==> src/rtl/uart_tx_arbiter_if.sv <==
// Bundle between the requesters, the arbiter and the shared UART transmitter.
// The arbiter takes the slave modport; the requester/UART side takes the master.
interface uart_tx_arbiter_if #(
  parameter int unsigned NREQ = 4
) ();
  localparam int unsigned IdW = (NREQ > 1) ? $clog2(NREQ) : 1;

  logic                  enable;
  logic [11:0]           baud_divisor_cfg;
  logic [NREQ-1:0]       req_valid;
  logic [8*NREQ-1:0]     req_data;
  logic [NREQ-1:0]       req_parity_sel;
  logic [NREQ-1:0]       req_stop_sel;
  logic [NREQ-1:0]       req_ready;
  logic                  tx_valid_in;
  logic [7:0]            data_in;
  logic                  parity_sel;
  logic                  stop_sel;
  logic [11:0]           baud_divisor;
  logic                  busy;
  logic [IdW-1:0]        grant_id;
  logic                  frame_done;

  modport slave (
    input  enable, baud_divisor_cfg, req_valid, req_data, req_parity_sel, req_stop_sel,
    output req_ready, tx_valid_in, data_in, parity_sel, stop_sel, baud_divisor, busy,
           grant_id, frame_done
  );

  modport master (
    output enable, baud_divisor_cfg, req_valid, req_data, req_parity_sel, req_stop_sel,
    input  req_ready, tx_valid_in, data_in, parity_sel, stop_sel, baud_divisor, busy,
           grant_id, frame_done
  );
endinterface

==> src/rtl/uart_tx_arbiter.sv <==
// Round-robin arbiter sharing one UART transmitter between NREQ requesters.
// Frame length is timed locally from the latched divisor and stop-bit count.
module uart_tx_arbiter #(
  parameter int unsigned NREQ       = 4,
  parameter int unsigned GAP_CYCLES = 2
) (
  input  logic             clk,
  input  logic             reset,
  uart_tx_arbiter_if.slave arb_io
);
  localparam int unsigned    IdW    = (NREQ > 1) ? $clog2(NREQ) : 1;
  localparam logic [15:0]    GapCnt = 16'(GAP_CYCLES);
  localparam logic [IdW-1:0] LastId = IdW'(NREQ - 1);

  typedef enum logic [1:0] {StIdle, StLoad, StSend, StGap} state_e;

  state_e          state_q, state_d;
  logic [IdW-1:0]  ptr_q, ptr_d;
  logic [IdW-1:0]  gid_q, gid_d;
  logic [7:0]      data_q, data_d;
  logic            par_q, par_d;
  logic            stop_q, stop_d;
  logic [11:0]     div_q, div_d;
  logic [15:0]     cnt_q, cnt_d;

  logic            found;
  logic [IdW-1:0]  win;
  logic [IdW-1:0]  idx;
  logic            grant;
  logic            frame_done;
  logic [NREQ-1:0] ready;

  // First valid requester searching upward from the pointer, wrapping at NREQ.
  always_comb begin
    found = 1'b0;
    win   = '0;
    idx   = ptr_q;
    for (int unsigned i = 0; i < NREQ; i++) begin
      if (!found && arb_io.req_valid[idx]) begin
        found = 1'b1;
        win   = idx;
      end
      idx = (idx == LastId) ? '0 : idx + 1'b1;
    end
  end

  always_comb begin
    state_d    = state_q;
    ptr_d      = ptr_q;
    gid_d      = gid_q;
    data_d     = data_q;
    par_d      = par_q;
    stop_d     = stop_q;
    div_d      = div_q;
    cnt_d      = cnt_q;
    grant      = 1'b0;
    frame_done = 1'b0;
    ready      = '0;
    unique case (state_q)
      StIdle: begin
        // Gated by reset so every output reads 0 while reset is held.
        if (arb_io.enable && found && !reset) begin
          grant      = 1'b1;
          ready[win] = 1'b1;
          gid_d      = win;
          ptr_d      = (win == LastId) ? '0 : win + 1'b1;
          data_d     = arb_io.req_data[{win, 3'b000} +: 8];
          par_d      = arb_io.req_parity_sel[win];
          stop_d     = arb_io.req_stop_sel[win];
          div_d      = (arb_io.baud_divisor_cfg == 12'd0) ? 12'd1 : arb_io.baud_divisor_cfg;
          state_d    = StLoad;
        end
      end
      StLoad: begin
        cnt_d   = 16'(div_q) * (stop_q ? 16'd12 : 16'd11);
        state_d = StSend;
      end
      StSend: begin
        cnt_d = cnt_q - 16'd1;
        if (cnt_q == 16'd1) begin
          if (GAP_CYCLES > 0) begin
            cnt_d   = GapCnt;
            state_d = StGap;
          end else begin
            frame_done = 1'b1;
            state_d    = StIdle;
          end
        end
      end
      StGap: begin
        cnt_d = cnt_q - 16'd1;
        if (cnt_q == 16'd1) begin
          frame_done = 1'b1;
          state_d    = StIdle;
        end
      end
      default: state_d = StIdle;
    endcase
  end

  always_ff @(posedge clk or posedge reset) begin
    if (reset) begin
      state_q <= StIdle;
      ptr_q   <= '0;
      gid_q   <= '0;
      data_q  <= '0;
      par_q   <= 1'b0;
      stop_q  <= 1'b0;
      div_q   <= '0;
      cnt_q   <= '0;
    end else begin
      state_q <= state_d;
      ptr_q   <= ptr_d;
      gid_q   <= gid_d;
      data_q  <= data_d;
      par_q   <= par_d;
      stop_q  <= stop_d;
      div_q   <= div_d;
      cnt_q   <= cnt_d;
    end
  end

  assign arb_io.req_ready    = ready;
  assign arb_io.tx_valid_in  = (state_q == StLoad);
  assign arb_io.data_in      = data_q;
  assign arb_io.parity_sel   = par_q;
  assign arb_io.stop_sel     = stop_q;
  assign arb_io.baud_divisor = div_q;
  assign arb_io.busy         = (state_q != StIdle) || grant;
  assign arb_io.grant_id     = gid_q;
  assign arb_io.frame_done   = frame_done;
endmodule

==> src/flat_wrapper.sv <==
// flat-port wrapper written by rule: the top's interface ports become plain ports
module uart_tx_arbiter_flat 
#(
  parameter int unsigned NREQ       = 4,
  parameter int unsigned GAP_CYCLES = 2
)
  (clk, reset, arb_io_enable, arb_io_baud_divisor_cfg, arb_io_req_valid, arb_io_req_data, arb_io_req_parity_sel, arb_io_req_stop_sel, arb_io_req_ready, arb_io_tx_valid_in, arb_io_data_in, arb_io_parity_sel, arb_io_stop_sel, arb_io_baud_divisor, arb_io_busy, arb_io_grant_id, arb_io_frame_done);
  uart_tx_arbiter_if #(.NREQ(NREQ)) arb_io_i ();
  input  logic clk;
  input  logic reset;
  input wire logic [$bits(arb_io_i.enable)-1:0] arb_io_enable;
  input wire logic [$bits(arb_io_i.baud_divisor_cfg)-1:0] arb_io_baud_divisor_cfg;
  input wire logic [$bits(arb_io_i.req_valid)-1:0] arb_io_req_valid;
  input wire logic [$bits(arb_io_i.req_data)-1:0] arb_io_req_data;
  input wire logic [$bits(arb_io_i.req_parity_sel)-1:0] arb_io_req_parity_sel;
  input wire logic [$bits(arb_io_i.req_stop_sel)-1:0] arb_io_req_stop_sel;
  output wire logic [$bits(arb_io_i.req_ready)-1:0] arb_io_req_ready;
  output wire logic [$bits(arb_io_i.tx_valid_in)-1:0] arb_io_tx_valid_in;
  output wire logic [$bits(arb_io_i.data_in)-1:0] arb_io_data_in;
  output wire logic [$bits(arb_io_i.parity_sel)-1:0] arb_io_parity_sel;
  output wire logic [$bits(arb_io_i.stop_sel)-1:0] arb_io_stop_sel;
  output wire logic [$bits(arb_io_i.baud_divisor)-1:0] arb_io_baud_divisor;
  output wire logic [$bits(arb_io_i.busy)-1:0] arb_io_busy;
  output wire logic [$bits(arb_io_i.grant_id)-1:0] arb_io_grant_id;
  output wire logic [$bits(arb_io_i.frame_done)-1:0] arb_io_frame_done;
  assign arb_io_i.enable = arb_io_enable;
  assign arb_io_i.baud_divisor_cfg = arb_io_baud_divisor_cfg;
  assign arb_io_i.req_valid = arb_io_req_valid;
  assign arb_io_i.req_data = arb_io_req_data;
  assign arb_io_i.req_parity_sel = arb_io_req_parity_sel;
  assign arb_io_i.req_stop_sel = arb_io_req_stop_sel;
  assign arb_io_req_ready = arb_io_i.req_ready;
  assign arb_io_tx_valid_in = arb_io_i.tx_valid_in;
  assign arb_io_data_in = arb_io_i.data_in;
  assign arb_io_parity_sel = arb_io_i.parity_sel;
  assign arb_io_stop_sel = arb_io_i.stop_sel;
  assign arb_io_baud_divisor = arb_io_i.baud_divisor;
  assign arb_io_busy = arb_io_i.busy;
  assign arb_io_grant_id = arb_io_i.grant_id;
  assign arb_io_frame_done = arb_io_i.frame_done;
  uart_tx_arbiter #(.NREQ(NREQ), .GAP_CYCLES(GAP_CYCLES)) u_core (.clk(clk), .reset(reset), .arb_io(arb_io_i));
endmodule
==> config.mk <==
export PLATFORM = sky130hd
export DESIGN_NAME = uart_tx_arbiter_flat
export DESIGN_NICKNAME = d
export VERILOG_FILES = /design/src/rtl/uart_tx_arbiter_if.sv /design/src/rtl/uart_tx_arbiter.sv /design/src/flat_wrapper.sv
export SDC_FILE = /design/constraint.sdc
export NUM_CORES = 1
export LEC_CHECK = 0
export ABC_CLOCK_PERIOD_IN_PS = 11000
export BUFFER_PORTS_ARGS = -buffer_cell sky130_fd_sc_hd__buf_2
export CORE_MARGIN = 2
export CORE_UTILIZATION = 50
export CTS_CLUSTER_DIAMETER = 50
export DETAILED_ROUTE_END_ITERATION = 10
export GPL_ROUTABILITY_DRIVEN = 0
export MAX_ROUTING_LAYER = met4
export PLACE_DENSITY = 0.83
export SETUP_SLACK_MARGIN = 0.3
export SYNTH_ARGS = -nofsm -noshare
export SYNTH_HDL_FRONTEND = slang
export SYNTH_SLANG_ARGS = --single-unit
==> constraint.sdc <==
create_clock -name clk -period 11 [get_ports clk]
set_input_delay 1.1 -clock clk [delete_from_list [all_inputs] [get_ports clk]]
set_output_delay 1.1 -clock clk [all_outputs]
set_load 0.02 [all_outputs]
# Word-level counts from Yosys, hierarchy flattened
# Index checks and enable logic that the tools add are counted.
totals:
  reg_bits: 44
  out_inout_bits: 31
  input_bits: 59
  wordCells: 89
op_classes:
  reduce_logical: 17
  order_cmp: 6
  add_sub_neg: 5
  n_mul: 1
  eq_ne: 11
  n_shift: 1
  muxes: 40
ops:
  columns: ["operator", "n"]
  rows:
  - ["16-bit case mux with 3 select lines", 1]
  - ["32-bit by 6-bit variable part select with 8-bit output", 1]
  - ["2-bit two-way mux", 11]
  - ["16-bit by 1-bit equality test with 1-bit output (second input constant)", 1]
  - ["12-bit by 16-bit multiplier with 16-bit output", 1]
  - ["16-bit two-way mux", 1]
  - ["16-bit by 1-bit subtractor with 16-bit output (second input constant)", 1]
  - ["2-bit by 3-bit < comparator with 1-bit output (second input constant)", 5]
  - ["1-bit two-way mux", 15]
  - ["1-bit binary-select mux with 2-bit select", 6]
  - ["2-bit equality test (second input constant)", 6]
  - ["12-bit logical NOT", 1]
  - ["12-bit two-way mux", 1]
  - ["2-bit by 1-bit adder with 2-bit output (second input constant)", 4]
  - ["4-bit two-way mux", 2]
  - ["2-bit case mux with 4 select lines", 1]
  - ["1-bit logical AND", 6]
  - ["2-bit by 1-bit inequality test with 1-bit output (second input constant)", 3]
  - ["1-bit logical NOT", 4]
  - ["3-bit two-way mux", 1]
  - ["3-bit AND reduction", 1]
  - ["3-bit nonzero test", 1]
  - ["1-bit demux with 2-bit select", 1]
  - ["2-bit by 1-bit equality test with 1-bit output (second input constant)", 1]
  - ["other kinds (5)", 5]

# Depth between registers and ports, before layout
depth:
  depth_word: 18
  ltp_mapped: 14
  mapped_depth_nobuf: 14

# Worst setup path after synthesis
# OpenSTA, ideal clock, no wires.
synth_timing:
  kind: "input -> output"
  startpoint: "in arb_io_req_valid[3]"
  endpoint: "out arb_io_req_ready[3]"
  arrival_time_ns: 3.018
  slack_ns: 6.882
  n_path_buf: 2
  t_required_ns: 9.900
  path_stages: 9
  path_cell_list: "clkbuf_1 -> or3b_2 -> a21boi_0 -> a22oi_1 -> a32o_1 -> buf_2 -> inv_1 -> ha_1 -> and3_1"
synth_via:
  elab_chain_cells: 18
  word_cells_on_any_way: 31
  classes_between: "order compare: 2; mux: 20; reduce/logical: 9"
synth_lines:
  columns: ["element", "line_no", "text"]
  rows:
  - ["start, declared", "flat_wrapper.sv:13", "input wire logic [$bits(arb_io_i.req_valid)-1:0] arb_io_req_valid;"]
  - ["1-bit binary-select mux with 2-bit select", "uart_tx_arbiter.sv:39", "if (!found && arb_io.req_valid[idx]) begin"]
  - ["1-bit two-way mux (not written as such)", "uart_tx_arbiter.sv:39", null]
  - ["1-bit two-way mux", "uart_tx_arbiter.sv:39", null]
  - ["1-bit logical NOT", "uart_tx_arbiter.sv:39", null]
  - ["1-bit logical AND", "uart_tx_arbiter.sv:39", null]
  - ["1-bit two-way mux", "uart_tx_arbiter.sv:39", null]
  - ["1-bit logical NOT", "uart_tx_arbiter.sv:39", null]
  - ["1-bit logical AND", "uart_tx_arbiter.sv:39", null]
  - ["(+3 left out)", null, null]
  - ["2-bit two-way mux *", "uart_tx_arbiter.sv:39", null]
  - ["net u_core.win[1]", "uart_tx_arbiter.sv:27", "logic [IdW-1:0] win;"]
  - ["2-bit by 3-bit < comparator with 1-bit output (not written as such) or 2-bit by 1-bit >= comparator with 1-bit output (tied branches)", "uart_tx_arbiter.sv:64", "ready[win] = 1'b1;"]
  - ["1-bit logical AND (not written as such)", "uart_tx_arbiter.sv:64", null]
  - ["1-bit two-way mux (not written as such)", "uart_tx_arbiter.sv:64", null]
  - ["1-bit demux with 2-bit select *", null, null]
  - ["4-bit two-way mux *", "uart_tx_arbiter.sv:62", "if (arb_io.enable && found && !reset) begin"]
  - ["4-bit two-way mux *", "uart_tx_arbiter.sv:59", "unique case (state_q)"]
  - ["end, declared", "flat_wrapper.sv:17", "output wire logic [$bits(arb_io_i.req_ready)-1:0] arb_io_req_ready;"]
# Mark *: on every way through the listed nets, which the timed path passes. The rest lies on a longest branch. The select of a mux whose other input is x is not followed.

# Worst setup path in the final report
layout_timing:
  startpoint: "reg u_core.ptr_q[0]"
  endpoint: "out arb_io_req_ready[3]"
layout_via:
  elab_chain_cells: 18
  word_cells_on_any_way: 40
  classes_between: "add/sub: 3; order compare: 2; eq/ne: 3; mux: 23; reduce/logical: 9"
layout_lines:
  columns: ["element", "line_no", "text"]
  rows:
  - ["start, declared", "uart_tx_arbiter.sv:18", "logic [IdW-1:0] ptr_q, ptr_d;"]
  - ["start signal, assigned", "uart_tx_arbiter.sv:113", "ptr_q <= ptr_d;"]
  - ["parallel branches: the longest is 11 deep, another holds 2-bit by 1-bit adder with 2-bit output", null, null]
  - ["2-bit two-way mux *", "uart_tx_arbiter.sv:39", null]
  - ["net u_core.win[1]", "uart_tx_arbiter.sv:27", null]
  - ["2-bit by 3-bit < comparator with 1-bit output (not written as such) or 2-bit by 1-bit >= comparator with 1-bit output (tied branches)", "uart_tx_arbiter.sv:64", null]
  - ["1-bit logical AND (not written as such)", "uart_tx_arbiter.sv:64", null]
  - ["1-bit two-way mux (not written as such)", "uart_tx_arbiter.sv:64", null]
  - ["1-bit demux with 2-bit select *", null, null]
  - ["4-bit two-way mux *", "uart_tx_arbiter.sv:62", null]
  - ["4-bit two-way mux *", "uart_tx_arbiter.sv:59", null]
# Mark *: on every way through the listed nets, which the timed path passes. The select of a mux whose other input is x is not followed.

==> run summary <==
Power density relative to cell area: 81.7 nW/um2. The most common cell in the synthesized netlist is dfrtp_1. The clock period minus worst slack is 4830 ps. The worst setup path is captured at an output pin.

The post-detailed-placement cell area was 4540 um2; the share of async-settable or async-resettable flops after synthesis was 100%. In this run the vertical extent of the chip is 93.9 um. The clock tree synthesis step divided the H-tree into 2 levels. Setup violations remaining at the end of the flow were counted as 0.

Once detail routing completed, the nets flagged for antenna violations numbered 0. Fill cells in the final layout number 659. The first global-routing pass estimated 15.5 mm of wire.

The first routing iteration left 246 violations. For this design, the sink count on the clock tree is 44. The worst setup skew after layout was 5.26 ps; the row count was 32. The commonest cells after synthesis are 44 x dfrtp_1, 42 x inv_1, 40 x o21ai_0, 32 x mux2i_1, 32 x nand2_1. The number of global-route vias before repair was 3485. The fraction of the yosys area taken by sequential cells is 27.2%. Synthesis inferred 44 register bits.

Number of max-slew violations in the final report: 0. The most used flip-flop cell after synthesis is dfrtp_1. Overall power consumption after layout is estimated at 384 uW.

During I/O placement, the number of pins put on the boundary was 90. After detailed routing, the number of remaining DRC violations is 0. The cell accounting for the most synthesized area was dfrtp_1. Each instance of the synthesized netlist takes up on average 9.14 um2. Entering global routing, the biggest net connects 46 pins.

After detailed routing, the average wire length per cell comes to 14.7 um. The maximum fanout count along the critical path is 13. Across every metal layer, demand over resource in global routing totals 22.6%.

In this run, distinct cell masters in the synthesized netlist total 52. The run gives 4040 um2 as the post-synthesis instance area. Summed over all layers, the global routing overflow is 0. At the later pin of the worst-skew pair, clock insertion delay measures 300 ps.

Once the floorplan was initialized, standard cells occupied 52.0% of the core. After routing, the total negative slack on setup checks comes to 0 ps. After the last flow step, the layout net total stands at 630. The run gives 0.0516 mV as the largest vdd supply drop. The total nets after synthesis came out at 552. Setup repair after global routing left no endpoint under its margin. The area occupied by multi-input gates was 2690 um2; the number of iterations in the first detailed-routing pass was 5. For the final count of hold timing violations, the log shows 0. In this run, synthesis inferred 0 flip-flops with an integrated enable.

In the final layout, the share of cells above drive strength 1 is 24.6%. The tools report the cell leakage power as 0.00236 uW. Type of the worst setup path: reg2out.

The repair_antennas step left the layout with diodes totalling 0. TritonCTS built the clock tree. After clock tree synthesis, the clock-pin slew on the worst setup and hold paths is 90 ps. The number of antenna violations at the first check in global routing was 0. The master cell of the clock root buffer was clkbuf_8.

The area of the placeable core is 7770 um2, and the count of buffers from port buffering is 89. Measured along the x axis, the die boundary spans 93.9 um. The min-delay analysis places its worst path in the category reg2reg.

For the count of hold buffers inserted by post-cts repair, the log shows 0. The worst setup path is launched from a register. Ranked by total cell area, the synthesized netlist is headed by dfrtp_1 27%, fa_1 9.9%, ha_1 9.6%. For the data required time at the worst endpoint, the log shows 9900 ps. The area growth from synthesis to layout is 16.2%. In this run, post-CTS repair resized a total of 0 instances. Across the run, the number of max-cap violations was 0. In the routed layout, each cell is associated on average with a via count of 5.68. The die area was 8820 um2.

The run finished with clean final reports. Registers take 1100 um2. Wires add up to 9.19 mm. In this run, CTS created clock tree buffers numbering 5. Measured against its own limit, the worst slew margin works out to 36.2%. The tools report the number of setup buffers added after CTS as 0.

The final instance area came out at 4700 um2. STA puts the critical path data arrival time at 3730 ps. In this run the deepest clock path goes through 2 buffers. Summed over all nets, the half-perimeter wirelength after detailed placement is 7.20 mm. Of the post-synthesis cell area, the dominant cell type holds 27.2%.

The routed layout has 3536 vias. After layout, the worst path uses 43.9% of the clock period. The synthesized netlist cell count is 442, and the top achievable clock speed is 207 MHz. Yosys printed 0 warnings.

The slack of the worst reg-to-reg path was 6990 ps. The measured slew at the worst slew-check pin was 955 ps.
[final timing paths]
check                                                      to                      from  depth (start not counted)
max in group asynchronous       u_core.arb_io.baud_divisor[9]                     reset                          2
worst max-delay path                      arb_io_req_ready[3]           u_core.ptr_q[0]                          9
worst min-delay path                 u_core.arb_io.data_in[2]  u_core.arb_io.data_in[2]                          1
min in group asynchronous                   u_core.state_q[1]                     reset                          2
worst min register to register       u_core.arb_io.data_in[2]  u_core.arb_io.data_in[2]                          1
worst max register to register               u_core.cnt_q[10]    u_core.arb_io.stop_sel                         12
[layout make-up]
cell class                      count  share of cell area [%]
Multi-Input combinational cell    336                    57.3
Sequential cell                    44                    23.4
Timing Repair Buffer               91                    9.80
Inverter                           42                    3.36
Tap cell                          102                    2.72
Clock inverter                      3                    1.92
Clock buffer                        5                    1.47
[critical path, stage by stage (launching register included)]
cell     delay [ps]
dfrtp_1         530
ha_1            360
nor2_1          310
mux4_2          560
nor2b_1         210
a32o_1          700
inv_1           190
ha_1            260
and3_1          160
buf_2           150
[metrics by stage]
step           util (%)  worst slack [ps]  hold slack, ps  instances
4_1_cts            60.5              6200             516        623
6_report           60.5              6170             510        623
5_1_grt            60.5              5920             528        623
2_1_floorplan         -              6880             471        442
3_5_place_dp       58.4              6500             494        615
3_3_place_gp       58.4              6590             487        615
[cell usage in the layout, fill, tap and decap left out, types with 4 or more instances in the layout]
master and count:
a211oi_1 4, a21oi_1 19, a31oi_1 4, and2_1 4, and3_1 4, buf_2 89, clkbuf_8 5, dfrtp_1 44
fa_1 20, ha_1 31, inv_1 41, mux2_2 19, mux2i_1 32, nand2_1 32, nand2b_1 13, nor2_1 30
nor2b_1 6, nor3_1 10, nor4_1 5, o21a_1 4, o21ai_0 40, o221ai_1 5, or3_1 4, xnor2_1 8
xor2_1 4
[logic make-up (layout without fill, tap and decap cells)]
kind of cell / Yosys count / count (layout) / share of synthesized area, %
xor+xnor: 12 / 12 / 2.60
buf+inv: 62 / 141 / 6.35
compound gates: 97 / 97 / 14.9
simple gates: 123 / 123 / 15.5
fa+ha+maj: 51 / 51 / 19.5
flops: 44 / 44 / 27.2
mux: 52 / 52 / 13.8
other cells: 1 / 1 / 0.0928
[sequential cells by signal (all words and copies together), names as in the netlist]
name                        count
u_core.arb_io.grant_id          2
u_core.arb_io.stop_sel          1
u_core.ptr_q                    2
u_core.state_q                  2
u_core.arb_io.data_in           8
u_core.arb_io.baud_divisor     12
u_core.arb_io.parity_sel        1
u_core.cnt_q                   16
[routing by layer]
layer / global-route usage, % / vias up / wire length (um)
li1: - / 1698 / -
met2: 38.4 / 150 / 4500
met1: 27.9 / 1669 / 4000
met4: 7.13 / 0 / 182
met3: 3.45 / 19 / 506
met5: - / - / 0
[where the power goes]
group	internal, uW	total, uW	switching [uW]
combinational	19.1	39.5	20.4
clock	114	174	60.5
sequential	165	170	5.63
total	297	384	86.5
No activity file was read; power rests on OpenSTA's default activity.
